--- config.mk ---
export PLATFORM = sky130hd
export DESIGN_NAME = timer_cnt_ctrl_flat
export DESIGN_NICKNAME = d
export VERILOG_FILES = /design/src/rtl/timer_cnt_ctrl_if.sv /design/src/rtl/timer_cnt_ctrl.sv /design/src/flat_wrapper.sv
export SDC_FILE = /design/constraint.sdc
export NUM_CORES = 1
export LEC_CHECK = 0
export ABC_AREA = 1
export BUFFER_PORTS_ARGS = -buffer_cell sky130_fd_sc_hd__buf_2
export CORE_ASPECT_RATIO = 0.75
export CORE_MARGIN = 5
export CORE_UTILIZATION = 45
export CTS_CLUSTER_SIZE = 8
export DETAILED_ROUTE_END_ITERATION = 7
export HOLD_SLACK_MARGIN = 0.1
export PLACE_DENSITY = 0.86
export SKIP_LAST_GASP = 1
export SLEW_MARGIN = 5
export SYNTH_ARGS = -nofsm -noshare
export SYNTH_HDL_FRONTEND = slang
export SYNTH_SLANG_ARGS = --single-unit
export TNS_END_PERCENT = 50
--- constraint.sdc ---
create_clock -name pclk -period 1.46 [get_ports pclk]
set_input_delay 0.146 -clock pclk [delete_from_list [all_inputs] [get_ports pclk]]
set_output_delay 0.146 -clock pclk [all_outputs]
set_load 0.05 [all_outputs]
--- src/rtl/timer_cnt_ctrl_if.sv ---
// Timer control/status bundle between the APB register file and the timer core.
// master: register-file side (drives TCR/TDR/TCMP fields and clear pulses).
// slave:  timer core side (returns count, sticky flags, running and irq).
interface timer_cnt_ctrl_if #(
    parameter int unsigned CNT_W = 8,
    parameter int unsigned SEL_W = 2
);
    logic             en;
    logic             load;
    logic             dw;
    logic [1:0]       mode;
    logic [SEL_W-1:0] clk_sel;
    logic [CNT_W-1:0] ld_val;
    logic [CNT_W-1:0] cmp_val;
    logic [2:0]       trig_clr;
    logic [2:0]       irq_en;
    logic [CNT_W-1:0] cnt;
    logic             ovf_trig;
    logic             udf_trig;
    logic             cmp_trig;
    logic             running;
    logic             irq;

    modport master (
        output en, load, dw, mode, clk_sel, ld_val, cmp_val, trig_clr, irq_en,
        input  cnt, ovf_trig, udf_trig, cmp_trig, running, irq
    );

    modport slave (
        input  en, load, dw, mode, clk_sel, ld_val, cmp_val, trig_clr, irq_en,
        output cnt, ovf_trig, udf_trig, cmp_trig, running, irq
    );
endinterface

--- src/rtl/timer_cnt_ctrl.sv ---
// Timer core: prescaler, CNT_W-bit up/down counter with wrap / auto-reload / one-shot
// modes, sticky set-wins event flags and a maskable combinational interrupt.
// Optional compare-match flag is built only when TIMER_CMP_EN is defined.
module timer_cnt_ctrl #(
    parameter int unsigned CNT_W = 8,
    parameter int unsigned SEL_W = 2
) (
    input logic             pclk,
    input logic             preset,
    timer_cnt_ctrl_if.slave bus
);
    localparam int unsigned      DIV_W       = 1 << SEL_W;
    localparam logic [CNT_W-1:0] CntOne      = CNT_W'(1);
    localparam logic [CNT_W-1:0] CntMax      = '1;
    localparam logic [DIV_W-1:0] DivOne      = DIV_W'(1);
    localparam logic [1:0]       ModeReload  = 2'b01;
    localparam logic [1:0]       ModeOneShot = 2'b10;

    // StSpent: a one-shot event has fired and counting is parked until en drops.
    typedef enum logic [0:0] {StArmed, StSpent} state_e;

    state_e           state_q, state_d;
    logic [CNT_W-1:0] cnt_q, cnt_d, cnt_step;
    logic [DIV_W-1:0] div_q, div_d, div_mask;
    logic             ovf_q, ovf_d, udf_q, udf_d;
    logic             cmp_flag;
    logic             armed, running, tick;
    logic             ovf_set, udf_set, evt, evt_reload;

    // State register: counter, prescaler, sticky flags and arm state.
    always_ff @(posedge pclk or posedge preset) begin
        if (preset) begin
            state_q <= StArmed;
            cnt_q   <= '0;
            div_q   <= '0;
            ovf_q   <= 1'b0;
            udf_q   <= 1'b0;
        end else begin
            state_q <= state_d;
            cnt_q   <= cnt_d;
            div_q   <= div_d;
            ovf_q   <= ovf_d;
            udf_q   <= udf_d;
        end
    end

    // Arm-state next-state: one-shot event disarms, any edge with en low re-arms.
    always_comb begin
        state_d = state_q;
        if (!bus.en) begin
            state_d = StArmed;
        end else if (evt && (bus.mode == ModeOneShot)) begin
            state_d = StSpent;
        end
    end

    // Arm-state outputs; reset gates running so it drops without waiting for an edge.
    always_comb begin
        armed   = (state_q == StArmed);
        running = bus.en & armed & ~bus.load & ~preset;
    end

    // Datapath next-state: prescaler tick, count step, events and flag set/clear.
    always_comb begin
        // Low clk_sel+1 bits of div_q all ones -> divide by 2^(clk_sel+1).
        div_mask = '0;
        for (int i = 0; i < int'(DIV_W); i++) begin
            div_mask[i] = (i <= int'(bus.clk_sel));
        end
        tick       = running & ((div_q & div_mask) == div_mask);
        cnt_step   = bus.dw ? (cnt_q - CntOne) : (cnt_q + CntOne);
        ovf_set    = tick & ~bus.dw & (cnt_q == CntMax);
        udf_set    = tick & bus.dw & (cnt_q == '0);
        evt        = ovf_set | udf_set;
        evt_reload = evt & ((bus.mode == ModeReload) | (bus.mode == ModeOneShot));

        cnt_d = cnt_q;
        if (bus.load) begin
            cnt_d = bus.ld_val;
        end else if (tick) begin
            cnt_d = evt_reload ? bus.ld_val : cnt_step;
        end

        div_d = running ? (div_q + DivOne) : '0;
        // Set wins over a same-edge clear so no event is lost.
        ovf_d = ovf_set | (ovf_q & ~bus.trig_clr[0]);
        udf_d = udf_set | (udf_q & ~bus.trig_clr[1]);
    end

`ifdef TIMER_CMP_EN
    logic cmp_q, cmp_d;

    // Compare flag register.
    always_ff @(posedge pclk or posedge preset) begin
        if (preset) begin
            cmp_q <= 1'b0;
        end else begin
            cmp_q <= cmp_d;
        end
    end

    // Compare-match sets only on tick edges (reloads included), never on load.
    always_comb begin
        cmp_d = (tick & (cnt_d == bus.cmp_val)) | (cmp_q & ~bus.trig_clr[2]);
    end

    assign cmp_flag = cmp_q;
`else
    logic unused_cmp;

    assign cmp_flag   = 1'b0;
    assign unused_cmp = ^{bus.cmp_val, bus.trig_clr[2]};
`endif

    // Status outputs and masked interrupt.
    always_comb begin
        bus.cnt      = cnt_q;
        bus.ovf_trig = ovf_q;
        bus.udf_trig = udf_q;
        bus.cmp_trig = cmp_flag;
        bus.running  = running;
        bus.irq      = |({cmp_flag, udf_q, ovf_q} & bus.irq_en);
    end
endmodule

--- src/flat_wrapper.sv ---
// flat-port wrapper written by rule: the top's interface ports become plain ports
module timer_cnt_ctrl_flat 
#(
    parameter int unsigned CNT_W = 8,
    parameter int unsigned SEL_W = 2
)
  (pclk, preset, bus_en, bus_load, bus_dw, bus_mode, bus_clk_sel, bus_ld_val, bus_cmp_val, bus_trig_clr, bus_irq_en, bus_cnt, bus_ovf_trig, bus_udf_trig, bus_cmp_trig, bus_running, bus_irq);
  timer_cnt_ctrl_if #(.CNT_W(CNT_W), .SEL_W(SEL_W)) bus_i ();
  input logic pclk;
  input logic preset;
  input wire logic [$bits(bus_i.en)-1:0] bus_en;
  input wire logic [$bits(bus_i.load)-1:0] bus_load;
  input wire logic [$bits(bus_i.dw)-1:0] bus_dw;
  input wire logic [$bits(bus_i.mode)-1:0] bus_mode;
  input wire logic [$bits(bus_i.clk_sel)-1:0] bus_clk_sel;
  input wire logic [$bits(bus_i.ld_val)-1:0] bus_ld_val;
  input wire logic [$bits(bus_i.cmp_val)-1:0] bus_cmp_val;
  input wire logic [$bits(bus_i.trig_clr)-1:0] bus_trig_clr;
  input wire logic [$bits(bus_i.irq_en)-1:0] bus_irq_en;
  output wire logic [$bits(bus_i.cnt)-1:0] bus_cnt;
  output wire logic [$bits(bus_i.ovf_trig)-1:0] bus_ovf_trig;
  output wire logic [$bits(bus_i.udf_trig)-1:0] bus_udf_trig;
  output wire logic [$bits(bus_i.cmp_trig)-1:0] bus_cmp_trig;
  output wire logic [$bits(bus_i.running)-1:0] bus_running;
  output wire logic [$bits(bus_i.irq)-1:0] bus_irq;
  assign bus_i.en = bus_en;
  assign bus_i.load = bus_load;
  assign bus_i.dw = bus_dw;
  assign bus_i.mode = bus_mode;
  assign bus_i.clk_sel = bus_clk_sel;
  assign bus_i.ld_val = bus_ld_val;
  assign bus_i.cmp_val = bus_cmp_val;
  assign bus_i.trig_clr = bus_trig_clr;
  assign bus_i.irq_en = bus_irq_en;
  assign bus_cnt = bus_i.cnt;
  assign bus_ovf_trig = bus_i.ovf_trig;
  assign bus_udf_trig = bus_i.udf_trig;
  assign bus_cmp_trig = bus_i.cmp_trig;
  assign bus_running = bus_i.running;
  assign bus_irq = bus_i.irq;
  timer_cnt_ctrl #(.CNT_W(CNT_W), .SEL_W(SEL_W)) u_core (.pclk(pclk), .preset(preset), .bus(bus_i));
endmodule
======== Yosys cells after proc, flatten, opt, wreduce, memory -nomap -nowiden ========
Cells that the tools add are included.
operators by class
  order comparisons ....................... 3
  multiplexer cells ....................... 7
  equal/unequal tests ..................... 5
  reductions and logical operators ........ 4
  bitwise gates (word level) .............. 23
  add/sub/neg operators ................... 3
operators by type and width
  operator             number
  $mux 8               4
  $and 1x1->1          11
  $add 8x1->8 const B  1
  $eq 8x8->1 const B   1
  $logic_not 8->1      1
  $sub 8x1->8 const B  1
  $not 1->1            6
  $add 4x1->4 const B  1
  $and 4x4->4          1
  $eq 4x4->1           1
  $le 2x2->1 const A   2
  $mux 4               1
  $or 1x1->1           4
  $and 2x3->3          1
  $reduce_or 3->1      1
  $eq 2x1->1 const B   1
  $eq 2x2->1 const B   1
  $le 1x2->1 const A   1
  $mux 1               2
  $ne 2x1->1 const B   1
  $reduce_bool 2->1    1
  $logic_and 1x1->1    1
word-level totals
  bits in registers ....................... 15
  output and inout port bits .............. 13

======== Logic depth before layout (Yosys ltp) ========
Gate-level depths: netlist (run 1).
  depth after elaboration ................. 12
  mapped depth ............................ 11
  mapped depth without buffers ............ 11

======== Least setup slack after synthesis (run 1) ========
No wires, ideal clock.
  path kind ............................... register to register
  start ................................... reg u_core.cnt_q[0], in the netlist u_core.bus.cnt[0]
  end ..................................... reg u_core.cnt_q[6], in the netlist u_core.bus.cnt[6]
  path buffers ............................ 0
  data arrival time ....................... 1.803 ns
  slack ................................... -0.461 ns
  required time ........................... 1.342 ns
  cell stages (with the launch flop) ...... 11
  setup time .............................. 0.118 ns
  clock period less this slack ............ 1.921 ns
  path through ............................ dfrtp_1 > inv_1 > fa_1 > inv_1 > nand4_1 > nand3_1 > nand2_1 > nand2_1 > nand3_1 > nand3_1 > nand2_1
on the way
  cells in the longest elaborated chain, start to end .. 7
  elaborated cells on any way between the ends .. 12
  those cells by class .................... add/sub: 2; eq/ne: 1; mux: 4; bitwise: 4; reduce/logical: 1
RTL lines
  what                                                 RTL line              source
  start: declaration                                   timer_cnt_ctrl.sv:23  logic [CNT_W-1:0] cnt_q, cnt_d, cnt_step;
  start signal: assignment                             timer_cnt_ctrl.sv:40  cnt_q <= cnt_d;
  branches (longest 4 deep; another with $add 8x1->8)  -
  $mux 8 (*)                                           timer_cnt_ctrl.sv:81  cnt_d = evt_reload ? bus.ld_val : cnt_step;
  $mux 8 (*)                                           timer_cnt_ctrl.sv:80  end else if (tick) begin
  $mux 8 (*)                                           timer_cnt_ctrl.sv:78  if (bus.load) begin
Every way passes the cells marked *. The select of a mux whose other input is x is not followed.
A chain may end at the register's enable or synchronous reset.

======== Worst setup path in the final report (run 1) ========
  start ................................... reg u_core.cnt_q[6], in the netlist u_core.bus.cnt[6]
  end ..................................... reg u_core.cnt_q[4], in the netlist u_core.bus.cnt[4]
on the way
  cells in the longest elaborated chain, start to end .. 7
  elaborated cells on any way between the ends .. 9
  those cells by class .................... eq/ne: 1; mux: 3; bitwise: 4; reduce/logical: 1
RTL lines
  what                                           RTL line                                    source
  $eq 8x8->1 or $logic_not 8->1 (tied branches)  timer_cnt_ctrl.sv:72, timer_cnt_ctrl.sv:73
  $and 1x1->1 (on tied branches)                 timer_cnt_ctrl.sv:72, timer_cnt_ctrl.sv:73
  $or 1x1->1 (*)                                 timer_cnt_ctrl.sv:74                        evt = ovf_set | udf_set;
  $and 1x1->1 (*)                                timer_cnt_ctrl.sv:75                        evt_reload = evt & ((bus.mode == ModeReload) | (bus.mode == ModeOneShot));
  $mux 8 (*)                                     timer_cnt_ctrl.sv:81
  $mux 8 (*)                                     timer_cnt_ctrl.sv:80
  $mux 8 (*)                                     timer_cnt_ctrl.sv:78
Mark *: on every way between the ends. The rest lies on a longest branch, timed or not. The select of a mux whose other input is x is not followed.

==> summary.md, run 1 <==
| Metric | Value |
|---|---|
| Top FF cell, synth | `sky130_fd_sc_hd__dfrtp_1` |
| Source-to-sink clock delay at the later pin of the worst-skew pair | `250 ps` |
| Aggregate global-route resource usage | `17.67%` |
| Max-cap viol count | `0` |
| Number of buffers created by CTS | `3` |
| Worst slew margin relative to its limit | `63.90%` |
| Count of mapped cells out of synthesis | `184` |
| Antenna diodes | `0` |
| Final worst path period need | `1558 ps` |
| Fillers | `202` |
| Site Rows | `16` |
| EDFF count, synth | `0` |
| Via count normalized by instance count | `4.816` |
| Nature of the critical path startpoint | `flip-flop` |
| Clock sink total | `15` |
| Max FO, Critical Path | `8` |
| Number of antenna violations at the first check in global routing | `0` |
| Synth top area cells | `sky130_fd_sc_hd__dfrtp_1 30%, sky130_fd_sc_hd__nand2_1 18%, sky130_fd_sc_hd__inv_1 11%` |
| Number of design-rule violations left by the first detailed-router iteration | `44` |
| Wire length of the first global-routing pass | `5575 µm` |
| Sequential cell area fraction in the yosys report | `30.24%` |
| Max Fclk | `0.6417 GHz` |
| CTS tree | `done` |
| Crit Path Category | `reg -> reg` |
| Placer Congestion | `0.8431` |
| Number of failing hold endpoints at the final stage | `0` |
| Max clock buf depth | `2` |
| Cell area after layout | `1852 µm²` |
| Crit path DAT | `1750 ps` |
| Hold crit path type | `in -> reg` |
| Final setup violation count | `9` |
| Unrepaired setup endpoints after global routing | `yes` |
| Area of the core region | `2623 µm²` |
| Final clock period utilization by the worst path | `106.7%` |
| Cell chosen for the clock root | `sky130_fd_sc_hd__clkbuf_8` |
| Endpoint of the lowest-slack register-to-register path | `u_core.bus.cnt[4]` |
| Max rail drop VDD | `543.8 µV` |
| DRC violation count after routing | `0` |
| ANT nets after route | `0` |
| Initial Util | `47.33%` |
| Area share of the leading cell type in the synthesized netlist | `30.24%` |
| Height of the chip | `55.48 µm` |
| Total length of routed wires | `3433 µm` |
| Die W | `70.65 µm` |
| Mapped cell area | `1241 µm²` |
| Number of global-route vias before repair | `1,247` |
| Fraction of synthesis flops using an asynchronous set or reset pin | `100.0%` |
| Start point of the critical path | `u_core.bus.cnt[6]` |
| Routed wire per std cell | `12.17 µm` |
| Total leakage power | `1.029 nW` |
| Yosys reg bits | `15` |
| Cell types with the highest counts after synthesis | `58 x sky130_fd_sc_hd__nand2_1, 36 x sky130_fd_sc_hd__inv_1, 24 x sky130_fd_sc_hd__nand3_1` |
| Reg-to-reg slack, setup | `-100 ps` |
| Worst Path Required | `1650 ps` |
| Violated checks | `setup timing` |
| Quantity of I/O buffers inserted on ports | `32` |
| Post-Place Worst Slack | `-61.24 ps` |
| Global-route congestion overflow total | `0` |
| Synth area leader | `sky130_fd_sc_hd__dfrtp_1` |
| Reg clk slew, reported paths | `60 ps` |
| Cell variety after synth | `25` |
| Net count of the mapped netlist | `224` |
| Clk_skew | `2.511 ps` |
| Setup WS post-layout | `-98.28 ps` |
| Cell count of the worst reg-to-reg path | `10` |
| Die Area | `3919 µm²` |
| Max H-tree Level | `1` |
| Outcome | `complete, but fails checks` |
| Total half-perimeter wirelength after legalization and detailed placement | `2444 µm` |
| Most frequently used cell type in the post-synthesis netlist | `sky130_fd_sc_hd__nand2_1` |
| DP Cell Count | `270` |
| Final core utilization | `70.61%` |
| Slew @ Worst Pin | `541.0 ps` |
| Routed vias | `1,358` |
| I/O Pins | `44` |
| CP endpoint kind | `flip-flop` |
| Count of warnings emitted by yosys | `0` |
| Post-place instance area | `1693 µm²` |
| Pin count of the biggest net entering global routing | `16` |
| Non-filler instance count after layout | `282` |
| Capture point of the critical path | `u_core.bus.cnt[4]` |
| Final max-slew violation count | `0` |
| Area Growth Syn to Fin | `49.19%` |
| Number of iterations in the first detailed-routing pass | `4` |
| Power per unit of standard cell area | `982.1 nW/µm²` |
| R2r startpoint | `u_core.bus.cnt[6]` |
| Total Power Consumption | `1.819 mW` |
| Layout net count | `287` |
| Layout cells sized above 1 | `41.87%` |
| Synthesized area divided by synthesized cell count | `6.746 µm²` |
==> timing repair <==
action,in CTS,in global routing
pin swaps,6,6
resized for setup,4,8
hold buffers,3,0
buffers inserted,3,2
hold endpoints to repair,17,0
endpoints found under the setup margin,8,10
==> through the flow <==
stage | setup TNS, ps | hold slack, ps
finish | -609.1 | 184.0
global route | -1463 | 206.1
CTS | -136.4 | 180.1
detailed placement | -380.4 | 250.1
global placement | -190.8 | 246.3
floorplan | -664.1 | 46.94
==> layout make-up <==
| class | count | area, µm² | area share (%) |
|---|---|---|---|
| multi-input combinational | 128 | 827.0 | 44.66 |
| timing repair buffer | 59 | 395.4 | 21.35 |
| sequential | 15 | 385.4 | 20.81 |
| inverter | 40 | 152.6 | 8.243 |
| tap | 36 | 45.04 | 2.432 |
| clock buffer | 3 | 41.29 | 2.230 |
| clock inverter | 1 | 5.005 | 0.2703 |
==> kinds of logic (layout without fill, tap and decap cells) <==
group | count (synthesis) | count (layout) | share of synthesized area (%)
other cells | 1 | 1 | 0.3021
compound gates | 10 | 10 | 5.443
buf+inv | 41 | 103 | 12.90
fa+ha+maj | 9 | 9 | 9.678
flops | 15 | 15 | 30.24
xor+xnor | 5 | 5 | 3.528
simple gates | 103 | 103 | 37.90
==> registers in the layout, summed over array words and instances, names as in the netlist <==
name                 cells
u_core.div_q             4
u_core.bus.ovf_trig      1
u_core.bus.udf_trig      1
u_core.state_q           1
u_core.bus.cnt           8
==> routing by layer <==
layer  vias to the layer above  GRT usage (%)  wire, µm
met5                         -              0         0
met3                         4          4.891       232
li1                        693              -         -
met1                       614          24.22      1496
met4                         0          3.217        23
met2                        47          28.13      1681
==> layout by cell type (no fill, tap or decap), types with 2 or more instances in the layout <==
master	n
sky130_fd_sc_hd__a21oi_1	3
sky130_fd_sc_hd__a21oi_2	2
sky130_fd_sc_hd__buf_12	2
sky130_fd_sc_hd__buf_2	32
sky130_fd_sc_hd__buf_4	22
sky130_fd_sc_hd__clkbuf_8	3
sky130_fd_sc_hd__dfrtp_1	7
sky130_fd_sc_hd__dfrtp_2	8
sky130_fd_sc_hd__dlygate4sd3_1	3
sky130_fd_sc_hd__ha_1	2
sky130_fd_sc_hd__ha_4	6
sky130_fd_sc_hd__inv_1	30
sky130_fd_sc_hd__inv_2	8
sky130_fd_sc_hd__nand2_1	55
sky130_fd_sc_hd__nand2_2	4
sky130_fd_sc_hd__nand2_4	2
sky130_fd_sc_hd__nand3_1	21
sky130_fd_sc_hd__nand3_2	3
sky130_fd_sc_hd__nand4_1	2
sky130_fd_sc_hd__nor2_1	8
sky130_fd_sc_hd__nor2_2	4
sky130_fd_sc_hd__nor2_4	2
sky130_fd_sc_hd__o22ai_1	2
sky130_fd_sc_hd__xnor2_1	4
==> report_power, final <==
group          switching, mW  internal [mW]
Combinational          0.541          0.400
Clock                  0.141          0.189
Sequential            0.0805          0.467
Total                  0.763           1.06
==> critical path, stage by stage (launching register included) <==
cell	delay, ps
sky130_fd_sc_hd__dfrtp_2	450
sky130_fd_sc_hd__inv_1	70
sky130_fd_sc_hd__nand2_1	70
sky130_fd_sc_hd__nor2_2	110
sky130_fd_sc_hd__nand3_2	110
sky130_fd_sc_hd__a21oi_4	190
sky130_fd_sc_hd__nand2_4	100
sky130_fd_sc_hd__buf_12	150
sky130_fd_sc_hd__nand3_1	90
sky130_fd_sc_hd__nand3_1	90
sky130_fd_sc_hd__nand2_1	60
==> worst min-delay path by stage <==
stage                              from             endpoint  slack, ps  depth (start not counted)
final                            bus_en       u_core.state_q        180                          3
after global routing      bus_ld_val[7]    u_core.bus.cnt[7]        210                          5
after global placement           preset       u_core.state_q        250                          2
after detailed placement         preset       u_core.state_q        250                          2
after floorplan                  preset  u_core.bus.ovf_trig         50                          1
after CTS                        bus_en       u_core.state_q        180                          3
Power figures use the tool's default switching activity.
==> run 2, diff against run 1 <==
--- a/config.mk
+++ b/config.mk
@@ -12,8 +12,10 @@
 export CORE_UTILIZATION = 45
 export CTS_CLUSTER_SIZE = 8
 export DETAILED_ROUTE_END_ITERATION = 7
+export GPL_ROUTABILITY_DRIVEN = 0
 export HOLD_SLACK_MARGIN = 0.1
 export PLACE_DENSITY = 0.86
+export RECOVER_POWER = 50
 export SKIP_LAST_GASP = 1
 export SLEW_MARGIN = 5
 export SYNTH_ARGS = -nofsm -noshare
==> summary.md, run 2 (synthesized netlist as in run 1, its figures left out) <==
| Metric | Value |
|---|---|
| Die W | `70.65 µm` |
| Quantity of I/O buffers inserted on ports | `32` |
| Endpoint of the lowest-slack register-to-register path | `u_core.bus.cnt[4]` |
| Routed vias | `1,371` |
| Via count normalized by instance count | `4.862` |
| Hold crit path type | `in -> reg` |
| Area of the core region | `2623 µm²` |
| Most common library cell in the layout ignoring fill and taps | `sky130_fd_sc_hd__nand2_1` |
| Source-to-sink clock delay at the later pin of the worst-skew pair | `250 ps` |
| Internal | `1.055 mW` |
| Unrepaired setup endpoints after global routing | `yes` |
| Total length of routed wires | `3420 µm` |
| Total leakage power | `1.026 nW` |
| Antenna diodes | `0` |
| Clk network pwr share | `18.2%` |
| Max H-tree Level | `1` |
| Crit Path Category | `reg -> reg` |
| Startpoint of the tightest hold check path | `bus_en` |
| Nature of the critical path startpoint | `flip-flop` |
| I/O Pins | `44` |
| Final worst path period need | `1537 ps` |
| DRC violation count after routing | `0` |
| Final setup violation count | `9` |
| Reg-to-reg slack, setup | `-80 ps` |
| Die Area | `3919 µm²` |
| Clock sink total | `15` |
| Fraction of power consumed by sequential logic | `30.1%` |
| Final max-slew violation count | `0` |
| Reg clk slew, reported paths | `60 ps` |
| Routed wire per std cell | `12.13 µm` |
| Layout cells sized above 1 | `41.06%` |
| Max clock buf depth | `2` |
| Outcome | `complete, but fails checks` |
| Max FO, Critical Path | `8` |
| Violated checks | `setup timing` |
| Setup WS post-layout | `-77.05 ps` |
| Max-cap viol count | `0` |
| Wire length of the first global-routing pass | `5575 µm` |
| ANT nets after route | `0` |
| Slowest CP cell | `sky130_fd_sc_hd__dfrtp_2` |
| Worst Path Required | `1650 ps` |
| Total Power Consumption | `1.816 mW` |
| Pin count of the biggest net entering global routing | `16` |
| Switching share of power | `41.89%` |
| Peak per-stage delay on the critical path | `460 ps` |
| Register cell area after layout | `385.4 µm²` |
| Global-route congestion overflow total | `0` |
| CP endpoint kind | `flip-flop` |
| Power per unit of standard cell area | `982.6 nW/µm²` |
| Flip-flop count of the largest register, all copies and words added | `8` |
| Total half-perimeter wirelength after legalization and detailed placement | `2444 µm` |
| Cell chosen for the clock root | `sky130_fd_sc_hd__clkbuf_8` |
| Initial Util | `47.33%` |
| Share of power burned in combinational logic | `51.7%` |
| Net switching power | `0.7608 mW` |
| Number of buffers created by CTS | `3` |
| Fillers | `204` |
| Aggregate global-route resource usage | `17.67%` |
| Number of failing hold endpoints at the final stage | `0` |
| Worst hold stages | `3` |
| Max rail drop VDD | `564.8 µV` |
| Area Growth Syn to Fin | `48.89%` |
| Area of the multi-input gates | `824.5 µm²` |
| Number of iterations in the first detailed-routing pass | `4` |
| Number of global-route vias before repair | `1,247` |
| Height of the chip | `55.48 µm` |
| CTS tree | `done` |
| Number of design-rule violations left by the first detailed-router iteration | `60` |
| Final clock period utilization by the worst path | `105.3%` |
| Clk_skew | `2.610 ps` |
| Worst slew margin relative to its limit | `63.88%` |
| Worst Hold Endpoint | `u_core.state_q` |
| Max Fclk | `0.6506 GHz` |
| Cell Chain, Critical Path | `inv_2 -> nand2_1 -> nor2_2 -> nand3_2 -> a21oi_4 -> nand2_4 -> buf_12 -> nand3_1 -> nand3_1 -> nand2_1` |
| Commonest cells after routing, fill and taps aside | `56 x sky130_fd_sc_hd__nand2_1, 31 x sky130_fd_sc_hd__buf_2, 30 x sky130_fd_sc_hd__inv_1, 22 x sky130_fd_sc_hd__buf_4, 21 x sky130_fd_sc_hd__nand3_1` |
| Final core utilization | `70.47%` |
| Slew @ Worst Pin | `541.2 ps` |
| Site Rows | `16` |
| R2r startpoint | `u_core.bus.cnt[5]` |
| Layout net count | `287` |
| Number of antenna violations at the first check in global routing | `0` |
| Cell count of the worst reg-to-reg path | `10` |
| Crit path DAT | `1730 ps` |
## run 2: final cells by class
class,count,share of cell area (%)
timing repair buffer,59,21.33
clock buffer,3,2.234
tap,36,2.437
sequential,15,20.85
multi-input combinational,128,44.62
clock inverter,1,0.2708
inverter,40,8.260
## run 2: how the worst max path moves through the flow
| stage | from | end | slack (ps) | cells after the start |
|---|---|---|---|---|
| floorplan | u_core.bus.cnt[1] | u_core.bus.cnt[6] | -130 | 10 |
| global placement | u_core.bus.cnt[5] | u_core.bus.cnt[4] | -40 | 10 |
| detailed placement | u_core.bus.cnt[5] | u_core.bus.cnt[7] | -60 | 9 |
| CTS | u_core.bus.cnt[4] | u_core.bus.cnt[7] | -30 | 9 |
| global route | u_core.bus.cnt[4] | u_core.bus.cnt[7] | -180 | 10 |
| finish | u_core.bus.cnt[5] | u_core.bus.cnt[4] | -80 | 10 |
## run 2: per-stage QoR
stage | hold slack, ps | setup WS [ps] | setup TNS [ps] | instances | area (µm²)
floorplan | 46.94 | -130.5 | -664.1 | 184 | 1328
global placement | 246.3 | -39.44 | -190.8 | 270 | 1693
CTS | 180.1 | -28.46 | -136.4 | 280 | 1815
finish | 184.0 | -77.05 | -592.4 | 282 | 1848
detailed placement | 250.1 | -61.24 | -380.4 | 270 | 1693
global route | 206.1 | -183.6 | -1493 | 282 | 1848
## run 2: critical path, delay by kind of cell, from the launching register on
| kind | cells | cell delay, ps |
|---|---|---|
| simple gates | 7 | 620 |
| flops | 1 | 460 |
| buf+inv | 2 | 210 |
| compound gates | 1 | 190 |
## run 2: repair_timing
item / in CTS / in global routing
setup endpoints to repair: 8 / 10
resized for setup: 4 / 8
setup buffers: 3 / 2
hold buffers: 3 / 0
pin swaps: 6 / 6
endpoints found under the hold margin: 17 / 0
## run 2: layer usage
| metal | wire length [µm] | global-route usage, % | share of wire, % |
|---|---|---|---|
| met5 | 0 | 0 | 0 |
| met4 | 0 | 3.217 | 0 |
| met3 | 299 | 4.891 | 8.7 |
| met2 | 1703 | 28.13 | 50 |
| met1 | 1418 | 24.22 | 41 |
## run 2: power groups by stage
stage	combinational (mW)	clock (mW)	sequential, mW
after floorplan	0.451	0	0.686
after global placement	0.854	0	0.544
after detailed placement	0.872	0	0.545
after CTS	0.905	0.338	0.540
after global routing	1.03	0.362	0.553
final	0.939	0.330	0.547
==> run 3, diff against run 2 <==
--- a/config.mk
+++ b/config.mk
@@ -21,4 +21,4 @@
 export SYNTH_ARGS = -nofsm -noshare
 export SYNTH_HDL_FRONTEND = slang
 export SYNTH_SLANG_ARGS = --single-unit
-export TNS_END_PERCENT = 50
+export TNS_END_PERCENT = 20
==> summary.md, run 3 (synthesized netlist as in run 1, its figures left out) <==
| Metric | Value |
|---|---|
| Outcome | `complete, but fails checks` |
| Violated checks | `setup timing` |
| Area of the core region | `2623 µm²` |
| Start point of the critical path | `u_core.bus.cnt[5]` |
| Slew @ Worst Pin | `593.3 ps` |
| Unrepaired setup endpoints after global routing | `yes` |
| Global-route congestion overflow total | `0` |
| ANT nets after route | `0` |
| Antenna diodes | `0` |
| Die W | `70.65 µm` |
| Routed wire per std cell | `16.12 µm` |
| Max H-tree Level | `1` |
| Die Area | `3919 µm²` |
| Startpoint of the tightest hold check path | `bus_ld_val[0]` |
| Number of buffers created by CTS | `3` |
| Final setup violation count | `10` |
| Hold crit path type | `in -> reg` |
| Reg-to-reg slack, setup | `-170 ps` |
| Source-to-sink clock delay at the later pin of the worst-skew pair | `250 ps` |
| Total length of routed wires | `4658 µm` |
| Number of iterations in the first detailed-routing pass | `4` |
| DRC violation count after routing | `0` |
| I/O Pins | `44` |
| Wire length of the first global-routing pass | `6361 µm` |
| Final clock period utilization by the worst path | `111.8%` |
| Endpoint of the lowest-slack register-to-register path | `u_core.bus.cnt[6]` |
| Layout net count | `294` |
| Area Growth Syn to Fin | `56.15%` |
| CP endpoint kind | `flip-flop` |
| Setup WS post-layout | `-172.3 ps` |
| Number of design-rule violations left by the first detailed-router iteration | `219` |
| Final core utilization | `73.90%` |
| Quantity of I/O buffers inserted on ports | `32` |
| Capture point of the critical path | `u_core.bus.cnt[6]` |
| Max FO, Critical Path | `5` |
| Most common library cell in the layout ignoring fill and taps | `sky130_fd_sc_hd__nand2_1` |
| Layout cells sized above 1 | `47.83%` |
| Aggregate global-route resource usage | `20.26%` |
| CTS tree | `done` |
| Total half-perimeter wirelength after legalization and detailed placement | `2473 µm` |
| Reg clk slew, reported paths | `60 ps` |
| Max-cap viol count | `0` |
| Post-place instance area | `1659 µm²` |
| Clock sink total | `15` |
| Cell count of the worst reg-to-reg path | `10` |
| Initial Util | `47.33%` |
| Clk_skew | `3.218 ps` |
| Worst Path Required | `1600 ps` |
| Cell area after layout | `1938 µm²` |
| Crit path DAT | `1770 ps` |
| Number of antenna violations at the first check in global routing | `0` |
| Nature of the critical path startpoint | `flip-flop` |
| Max rail drop VDD | `624.4 µV` |
| Commonest cells after routing, fill and taps aside | `50 x sky130_fd_sc_hd__nand2_1, 30 x sky130_fd_sc_hd__inv_1, 30 x sky130_fd_sc_hd__buf_2, 27 x sky130_fd_sc_hd__buf_4, 13 x sky130_fd_sc_hd__nand3_1` |
| Site Rows | `16` |
| Worst slew margin relative to its limit | `60.40%` |
| Number of global-route vias before repair | `1,415` |
| R2r startpoint | `u_core.bus.cnt[5]` |
| Pin count of the biggest net entering global routing | `16` |
| Total Power Consumption | `1.937 mW` |
| Height of the chip | `55.48 µm` |
| Via count normalized by instance count | `5.422` |
| Cell chosen for the clock root | `sky130_fd_sc_hd__clkbuf_8` |
| Post-Place Worst Slack | `-84.09 ps` |
| Routed vias | `1,567` |
| Power per unit of standard cell area | `999.6 nW/µm²` |
| Final max-slew violation count | `0` |
| Max Fclk | `0.6126 GHz` |
| Total leakage power | `1.075 nW` |
| Final hold slack | `191.5 ps` |
| Crit Path Category | `reg -> reg` |
| Final worst path period need | `1632 ps` |
| Number of failing hold endpoints at the final stage | `0` |
| Max clock buf depth | `2` |
| Flip-flop count of the largest register, all copies and words added | `8` |
==> run 3: critical path, stage by stage, from the launching register on <==
cell and delay [ps]:
sky130_fd_sc_hd__dfrtp_2 460, sky130_fd_sc_hd__ha_4 300, sky130_fd_sc_hd__nand2_1 60, sky130_fd_sc_hd__inv_1 80, sky130_fd_sc_hd__nand4_1 130, sky130_fd_sc_hd__nand3_1 110, sky130_fd_sc_hd__nand2_1 60, sky130_fd_sc_hd__nand2_1 70
sky130_fd_sc_hd__nand3_1 100, sky130_fd_sc_hd__nand3_2 90, sky130_fd_sc_hd__nand2_1 60
==> run 3: layout make-up <==
type	instances	area [µm²]
multi-input combinational	128	873.3
fill	178	684.4
timing repair buffer	66	435.4
sequential	15	385.4
inverter	40	152.6
tap	36	45.04
clock buffer	3	41.29
clock inverter	1	5.005
==> run 3: through the flow <==
stage          TNS, ps  cells
2_1_floorplan   -690.1    184
3_3_place_gp    -321.1    272
4_1_cts         -448.5    286
5_1_grt          -2101    289
3_5_place_dp    -595.8    272
6_report         -1232    289
==> run 3: how the worst min path moves through the flow <==
| stage | endpoint | slack [ps] | depth (start not counted) |
|---|---|---|---|
| 2_1_floorplan | u_core.bus.ovf_trig | 50 | 1 |
| 3_3_place_gp | u_core.state_q | 250 | 2 |
| 3_5_place_dp | u_core.state_q | 270 | 2 |
| 4_1_cts | u_core.bus.cnt[0] | 190 | 5 |
| 5_1_grt | u_core.bus.cnt[0] | 240 | 5 |
| 6_report | u_core.bus.cnt[0] | 190 | 5 |
==> run 3: routing by layer <==
layer | routed length (µm) | part of all wire [%] | global-route usage [%]
met5 | 0 | 0 | 0
met4 | 237 | 5.1 | 8.311
met3 | 521 | 11 | 5.072
met2 | 2170 | 47 | 34.13
met1 | 1728 | 37 | 24.58
==> run 3: power breakdown <==
group	internal, mW	switching [mW]	leakage, nW
clock network	0.189	0.152	0.0255
logic	0.428	0.617	0.865
registers	0.467	0.0840	0.184
==> run 3: repair_timing <==
action / 4_1_cts / 5_1_grt
resized for setup: 4 / 29
buffers inserted: 7 / 3
hold buffers: 3 / 0
endpoints found under the hold margin: 17 / 0
endpoints found under the setup margin: 8 / 10
pin swaps: 7 / 13
